`config.mk`:
```
export PLATFORM = sky130hd
export DESIGN_NAME = mem_port_requester_flat
export DESIGN_NICKNAME = d
export VERILOG_FILES = /design/src/rtl/mem_port_requester_if.sv /design/src/rtl/mem_port_requester.sv /design/src/flat_wrapper.sv
export SDC_FILE = /design/constraint.sdc
export NUM_CORES = 1
export LEC_CHECK = 0
export CORE_MARGIN = 2
export CORE_UTILIZATION = 45
export DETAILED_ROUTE_END_ITERATION = 8
export PLACE_DENSITY = 0.79
export SYNTH_ARGS = -nofsm -noshare
export SYNTH_HDL_FRONTEND = slang
export SYNTH_SLANG_ARGS = --single-unit
export TNS_END_PERCENT = 30
```
`constraint.sdc`:
```
create_clock -name port_clk -period 4.84 [get_ports port_clk]
set_clock_uncertainty 0.05 [all_clocks]
set_input_delay 0.968 -clock port_clk [delete_from_list [all_inputs] [get_ports port_clk]]
set_output_delay 0.968 -clock port_clk [all_outputs]
set_load 0.01 [all_outputs]
```
`src/rtl/mem_port_requester_if.sv`:
```
// Request/response and cache-port bundle for one user port of the write-back cache.
// master: the requester's view. slave: the view of the load/store stage and the cache together.
interface mem_port_requester_if #(
  parameter int unsigned address_width = 26
);
  logic                     req_valid;
  logic                     req_ready;
  logic [address_width-1:0] req_addr;
  logic                     req_we;
  logic [1:0]               req_size;
  logic                     req_unsigned;
  logic [31:0]              req_wdata;

  logic                     resp_valid;
  logic                     resp_ready;
  logic [31:0]              resp_rdata;
  logic [2:0]               resp_code;

  logic [address_width-1:0] mem_address;
  logic                     mem_re;
  logic                     mem_we;
  logic [31:0]              mem_wdata;
  logic [3:0]               mem_byte_mask;
  logic [6:0]               mem_status;
  logic [31:0]              mem_rdata;

  modport master (
    input  req_valid, req_addr, req_we, req_size, req_unsigned, req_wdata,
    input  resp_ready, mem_status, mem_rdata,
    output req_ready, resp_valid, resp_rdata, resp_code,
    output mem_address, mem_re, mem_we, mem_wdata, mem_byte_mask
  );

  modport slave (
    output req_valid, req_addr, req_we, req_size, req_unsigned, req_wdata,
    output resp_ready, mem_status, mem_rdata,
    input  req_ready, resp_valid, resp_rdata, resp_code,
    input  mem_address, mem_re, mem_we, mem_wdata, mem_byte_mask
  );
endinterface

```
`src/rtl/mem_port_requester.sv`:
```
// Single-outstanding load/store initiator for one cache user port: forms aligned address,
// byte mask and lane-shifted data, waits for a terminal status with a stall timeout.
module mem_port_requester #(
  parameter int unsigned address_width = 26,
  parameter int unsigned max_stall     = 64
) (
  input  logic                 port_clk,
  input  logic                 reset,
  mem_port_requester_if.master bus
);

  localparam int unsigned StallW = $clog2(max_stall);
  localparam logic [StallW-1:0] StallLast = StallW'(max_stall - 1);

  localparam logic [6:0] StatusReady       = 7'd0;
  localparam logic [6:0] StatusWait        = 7'd1;
  localparam logic [6:0] StatusOutOfBounds = 7'd2;
  localparam logic [6:0] StatusMisaligned  = 7'd3;
  localparam logic [6:0] StatusReadonly    = 7'd4;
  localparam logic [6:0] StatusDualWrite   = 7'd5;
  localparam logic [6:0] StatusWriteonly   = 7'd6;

  localparam logic [2:0] CodeOk          = 3'd0;
  localparam logic [2:0] CodeMisaligned  = 3'd1;
  localparam logic [2:0] CodeOutOfBounds = 3'd2;
  localparam logic [2:0] CodeReadonly    = 3'd3;
  localparam logic [2:0] CodeWriteonly   = 3'd4;
  localparam logic [2:0] CodeDualWrite   = 3'd5;
  localparam logic [2:0] CodeTimeout     = 3'd6;
  localparam logic [2:0] CodeUnknown     = 3'd7;

  typedef enum logic [1:0] {StIdle, StAccess, StResp} state_e;

  state_e                   state_q;
  logic                     req_ready_q;
  logic                     resp_valid_q;
  logic [31:0]              resp_rdata_q;
  logic [2:0]               resp_code_q;
  logic                     mem_re_q;
  logic                     mem_we_q;
  logic [address_width-1:0] mem_address_q;
  logic [31:0]              mem_wdata_q;
  logic [3:0]               mem_byte_mask_q;
  logic [StallW-1:0]        stall_q;
  logic [1:0]               offset_q;
  logic [1:0]               size_q;
  logic                     unsigned_q;

  logic [1:0]  req_offset;
  logic        req_misaligned;
  logic [3:0]  req_base_mask;
  logic [31:0] load_data;
  logic [31:0] load_shifted;

  // Size 3 decodes as word everywhere, so size[1] alone selects word behaviour.
  always_comb begin
    req_offset     = bus.req_addr[1:0];
    req_misaligned = 1'b0;
    req_base_mask  = 4'b0001;
    if (bus.req_size[1]) begin
      req_misaligned = (req_offset != 2'b00);
      req_base_mask  = 4'b1111;
    end else if (bus.req_size[0]) begin
      req_misaligned = req_offset[0];
      req_base_mask  = 4'b0011;
    end
  end

  always_comb begin
    load_shifted = bus.mem_rdata >> {offset_q, 3'b000};
    load_data    = load_shifted;
    if (!size_q[1]) begin
      if (size_q[0]) begin
        load_data = {{16{load_shifted[15] & !unsigned_q}}, load_shifted[15:0]};
      end else begin
        load_data = {{24{load_shifted[7] & !unsigned_q}}, load_shifted[7:0]};
      end
    end
  end

  always_ff @(posedge port_clk) begin
    if (reset) begin
      state_q         <= StIdle;
      req_ready_q     <= 1'b1;
      resp_valid_q    <= 1'b0;
      resp_rdata_q    <= '0;
      resp_code_q     <= CodeOk;
      mem_re_q        <= 1'b0;
      mem_we_q        <= 1'b0;
      mem_address_q   <= '0;
      mem_wdata_q     <= '0;
      mem_byte_mask_q <= '0;
      stall_q         <= '0;
      offset_q        <= '0;
      size_q          <= '0;
      unsigned_q      <= 1'b0;
    end else begin
      unique case (state_q)
        StIdle: begin
          if (bus.req_valid) begin
            req_ready_q <= 1'b0;
            offset_q    <= req_offset;
            size_q      <= bus.req_size;
            unsigned_q  <= bus.req_unsigned;
            if (req_misaligned) begin
              state_q      <= StResp;
              resp_valid_q <= 1'b1;
              resp_rdata_q <= '0;
              resp_code_q  <= CodeMisaligned;
            end else begin
              state_q         <= StAccess;
              stall_q         <= '0;
              mem_re_q        <= !bus.req_we;
              mem_we_q        <= bus.req_we;
              mem_address_q   <= {bus.req_addr[address_width-1:2], 2'b00};
              mem_byte_mask_q <= req_base_mask << req_offset;
              mem_wdata_q     <= bus.req_wdata << {req_offset, 3'b000};
            end
          end
        end

        StAccess: begin
          if (bus.mem_status == StatusWait) begin
            if (stall_q == StallLast) begin
              state_q      <= StResp;
              mem_re_q     <= 1'b0;
              mem_we_q     <= 1'b0;
              resp_valid_q <= 1'b1;
              resp_rdata_q <= '0;
              resp_code_q  <= CodeTimeout;
            end else begin
              stall_q <= stall_q + StallW'(1);
            end
          end else begin
            state_q      <= StResp;
            mem_re_q     <= 1'b0;
            mem_we_q     <= 1'b0;
            resp_valid_q <= 1'b1;
            resp_rdata_q <= '0;
            case (bus.mem_status)
              StatusReady: begin
                resp_code_q <= CodeOk;
                if (mem_re_q) resp_rdata_q <= load_data;
              end
              StatusOutOfBounds: resp_code_q <= CodeOutOfBounds;
              StatusMisaligned:  resp_code_q <= CodeMisaligned;
              StatusReadonly:    resp_code_q <= CodeReadonly;
              StatusDualWrite:   resp_code_q <= CodeDualWrite;
              StatusWriteonly:   resp_code_q <= CodeWriteonly;
              default:           resp_code_q <= CodeUnknown;
            endcase
          end
        end

        StResp: begin
          if (bus.resp_ready) begin
            state_q      <= StIdle;
            resp_valid_q <= 1'b0;
            req_ready_q  <= 1'b1;
          end
        end

        default: state_q <= StIdle;
      endcase
    end
  end

  assign bus.req_ready     = req_ready_q;
  assign bus.resp_valid    = resp_valid_q;
  assign bus.resp_rdata    = resp_rdata_q;
  assign bus.resp_code     = resp_code_q;
  assign bus.mem_re        = mem_re_q;
  assign bus.mem_we        = mem_we_q;
  assign bus.mem_address   = mem_address_q;
  assign bus.mem_wdata     = mem_wdata_q;
  assign bus.mem_byte_mask = mem_byte_mask_q;

endmodule

```
`src/flat_wrapper.sv`:
```
// flat-port wrapper written by rule: the top's interface ports become plain ports
module mem_port_requester_flat 
#(
  parameter int unsigned address_width = 26,
  parameter int unsigned max_stall     = 64
)
  (port_clk, reset, bus_req_valid, bus_req_addr, bus_req_we, bus_req_size, bus_req_unsigned, bus_req_wdata, bus_resp_ready, bus_mem_status, bus_mem_rdata, bus_req_ready, bus_resp_valid, bus_resp_rdata, bus_resp_code, bus_mem_address, bus_mem_re, bus_mem_we, bus_mem_wdata, bus_mem_byte_mask);
  mem_port_requester_if #(.address_width(address_width)) bus_i ();
  input  logic port_clk;
  input  logic reset;
  input wire logic [$bits(bus_i.req_valid)-1:0] bus_req_valid;
  input wire logic [$bits(bus_i.req_addr)-1:0] bus_req_addr;
  input wire logic [$bits(bus_i.req_we)-1:0] bus_req_we;
  input wire logic [$bits(bus_i.req_size)-1:0] bus_req_size;
  input wire logic [$bits(bus_i.req_unsigned)-1:0] bus_req_unsigned;
  input wire logic [$bits(bus_i.req_wdata)-1:0] bus_req_wdata;
  input wire logic [$bits(bus_i.resp_ready)-1:0] bus_resp_ready;
  input wire logic [$bits(bus_i.mem_status)-1:0] bus_mem_status;
  input wire logic [$bits(bus_i.mem_rdata)-1:0] bus_mem_rdata;
  output wire logic [$bits(bus_i.req_ready)-1:0] bus_req_ready;
  output wire logic [$bits(bus_i.resp_valid)-1:0] bus_resp_valid;
  output wire logic [$bits(bus_i.resp_rdata)-1:0] bus_resp_rdata;
  output wire logic [$bits(bus_i.resp_code)-1:0] bus_resp_code;
  output wire logic [$bits(bus_i.mem_address)-1:0] bus_mem_address;
  output wire logic [$bits(bus_i.mem_re)-1:0] bus_mem_re;
  output wire logic [$bits(bus_i.mem_we)-1:0] bus_mem_we;
  output wire logic [$bits(bus_i.mem_wdata)-1:0] bus_mem_wdata;
  output wire logic [$bits(bus_i.mem_byte_mask)-1:0] bus_mem_byte_mask;
  assign bus_i.req_valid = bus_req_valid;
  assign bus_i.req_addr = bus_req_addr;
  assign bus_i.req_we = bus_req_we;
  assign bus_i.req_size = bus_req_size;
  assign bus_i.req_unsigned = bus_req_unsigned;
  assign bus_i.req_wdata = bus_req_wdata;
  assign bus_i.resp_ready = bus_resp_ready;
  assign bus_i.mem_status = bus_mem_status;
  assign bus_i.mem_rdata = bus_mem_rdata;
  assign bus_req_ready = bus_i.req_ready;
  assign bus_resp_valid = bus_i.resp_valid;
  assign bus_resp_rdata = bus_i.resp_rdata;
  assign bus_resp_code = bus_i.resp_code;
  assign bus_mem_address = bus_i.mem_address;
  assign bus_mem_re = bus_i.mem_re;
  assign bus_mem_we = bus_i.mem_we;
  assign bus_mem_wdata = bus_i.mem_wdata;
  assign bus_mem_byte_mask = bus_i.mem_byte_mask;
  mem_port_requester #(.address_width(address_width), .max_stall(max_stall)) u_core (.port_clk(port_clk), .reset(reset), .bus(bus_i));
endmodule
```
==> results.toml <==
[run_status]
status = "finished clean"

[critical_path]
critPathCaptureType = "flop"
rr_worst_depth = 4
r2r_start = "u_core.state_q[1]$_SDFFE_PP0P_"
r2r_slack_ns = 1.98
crit_arrival_ns = 3.83
startpoint = "bus_req_valid"
critPathRequiredTime_ns = 5.06
worst-setup-path-type = "in2reg"
r2r-end = "u_core.bus.mem_wdata[15]$_SDFFE_PP0P_"
worstSetupStartpointType = "input port"
critPathMaxFanout = 70

[cells_and_area]
area_growth_pct = 46.3
fin_area_sq_um = 7440
drive_gt1_share_pct = 5.17
layout_commonest_cell = "clkdlybuf4s50_1"
mostFrequentLayoutCells = "202 x clkdlybuf4s50_1, 112 x dfxtp_1, 108 x nand2_1"
fin_util_pct = 68.0
nets = 876
fill_cells = 910
num_antenna_cells = 0

[sta]
holdWs_ns = 0.403
min_period_ns = 3.61
hold_viol = 0
rsz0062_at_grt = "no"
maxSlewHeadroom_pct = 20.0
fin_crit_sh_pct = 74.6
slew_viol_final = 0
setup_viol = 0
tightestPinTransition_ns = 1.20
setup_tns_ns = 0
fmax_ghz = 0.277

[min_path]
hold_path_class = "reg2reg"
hold_depth = 2
hold_end = "u_core.bus.mem_byte_mask[1]$_SDFFE_PP0P_"
min-delay-start = "u_core.bus.mem_byte_mask[1]$_SDFFE_PP0P_"

[clock_network]
insertion_delay_ns = 0.35
clk_pin_slew_ns = 0.07
cts_buffers = 9
hold_buffers = 0
htree_levels = 3
clockBufferDepth = 2
cts_tree = "yes"
clockRootBuffer = "clkbuf_16"
cts_setup_buffers = 0
ctsResizeCount = 0
clock-sinks = 112

[place]
place_hpwl_um = 10900
postPlaceCellArea_sq_um = 7130
io_buffers = 203
gp_congestion = 0.811

[synth]
ys_warn_count = 0
synth_compound_area_share_pct = 23.3
synthFlopType = "dfxtp_1"
synth_mux_area_share_pct = 8.74
ys_seq_area_share_pct = 44.1
synth-simple-area-share_pct = 18.0
synth_top_family_by_area = "compound AO/OA/AOI/OAI gates"
synth.area.top_cells = "dfxtp_1 44%, nand2_1 8.0%, a21oi_1 7.2%"
synth.avg_cell_area_sq_um = 8.47
synth_top_area_share_pct = 44.1
synthXorXnorAreaFrac_pct = 0.345
ys_ff_latch = 112
synthAdderAreaFrac_pct = 0.246
async_flop_share_pct = 0
synth_cell_types = 55
yosys.area.top_type = "dfxtp_1"
synth_edf_count = 0
syn_area_sq_um = 5080
postSynthCellCount = 600

[drt]
drt-vias-per-instance = 5.63
route.detailed.drc = 0
drtPass1Iterations = 5
postRouteWirelength_um = 15200
drt-wirelength-per-cell_um = 16.6
drt_iter0_markers = 246
via_count = 5148
antenna_left = 0

[power_and_ir_drop]
vdd_drop_max_mv = 0.216
p_leak_uw = 0.00267
total_power_uw = 2150
powerDensity_nw_per_um2 = 289

[job]
max_cap_viol_count = 0

[global_route]
grt_pass1_vias = 4970
grt_max_degree = 73
grt.overflow.total = 0
track_usage_pct = 25.0
antenna_found_initial = 0
grt_pass1_wl_um = 23800

[floorplanning]
start_util_pct = 46.5
row_count = 38
die_y_um = 110
pin_count = 206
die_x_um = 110
core_area_sq_um = 10900
dieArea_sq_um = 12200
## stage by stage
step,worst slack [ns],cells
floorplan,2.26,601
detailed placement,0.885,899
global route,1.12,914
global placement,0.962,899
finish,1.23,914
CTS,1.25,914
## flip-flops by register name, summed over array words and instances, names as in the netlist
| signal | cells |
|---|---|
| u_core.bus.resp_valid | 1 |
| u_core.size_q | 2 |
| u_core.bus.mem_wdata | 32 |
| u_core.bus.resp_rdata | 32 |
| u_core.state_q | 2 |
| u_core.bus.mem_re | 1 |
| u_core.bus.req_ready | 1 |
| u_core.offset_q | 2 |
| u_core.stall_q | 6 |
| u_core.bus.mem_we | 1 |
| u_core.unsigned_q | 1 |
| u_core.bus.mem_address | 24 |
| u_core.bus.resp_code | 3 |
| u_core.bus.mem_byte_mask | 4 |
## final cells by class
cell class | instances | area [sq um] | share of cell area, %
timing repair buffer | 210 | 2080 | 28.0
clock inverter | 2 | 37.5 | 0.505
clock buffer | 13 | 270 | 3.63
sequential | 112 | 2240 | 30.1
tap | 140 | 175 | 2.35
multi-input combinational | 427 | 2600 | 34.9
inverter | 10 | 37.5 | 0.505
## critical path, stage by stage
cell,delay [ns]
clkdlybuf4s50_1,0.55
or3b_1,0.55
or3_2,1.03
or3_1,0.55
a21oi_1,0.16
## cells in the mapped netlist, drive strengths merged (9+ instances only)
| cell | number |
|---|---|
| o21ai | 18 |
| nor2b | 11 |
| o211ai | 9 |
| clkbuf | 37 |
| nor2 | 33 |
| nor3 | 13 |
| inv | 10 |
| mux2i | 32 |
| or3 | 12 |
| a211oi | 16 |
| a21oi | 73 |
| buf | 15 |
| a22o | 33 |
| dfxtp | 112 |
| mux2 | 9 |
| nand2 | 108 |
## routing by layer
layer | vias up | global-route usage (%) | part of all wire (%)
li1 | 2467 | - | -
met1 | 2467 | 28.6 | 40
met2 | 196 | 42.9 | 50
met3 | 18 | 8.82 | 9.5
met4 | 0 | 9.20 | 1.4
met5 | - | 0 | 0
## worst max-delay path by stage
stage                                              to  slack (ns)  cells past startpoint
5_1_grt         u_core.bus.mem_wdata[15]$_SDFFE_PP0P_        1.12                      5
6_report        u_core.bus.mem_wdata[15]$_SDFFE_PP0P_        1.23                      5
3_5_place_dp    u_core.bus.mem_wdata[15]$_SDFFE_PP0P_        0.88                      5
3_3_place_gp    u_core.bus.mem_wdata[11]$_SDFFE_PP0P_        0.96                      5
2_1_floorplan  u_core.bus.resp_rdata[20]$_SDFFE_PP0P_        2.26                      6
4_1_cts         u_core.bus.mem_wdata[15]$_SDFFE_PP0P_        1.25                      5
## power by group
part	switching, uW	internal [uW]
clock network	324	441
logic	191	205
registers	28.7	959
## cell families (layout without fill, tap and decap cells)
family | after synthesis | after routing
AND/OR/NAND/NOR | 200 | 200
AO/OA/AOI/OAI | 180 | 180
flip-flops | 112 | 112
buffers and inverters | 62 | 235
multiplexers | 42 | 42
XOR/XNOR | 2 | 2
adder cells (fa/ha/maj) | 1 | 1
other | 1 | 2
No activity file was read; power rests on OpenSTA's default activity.
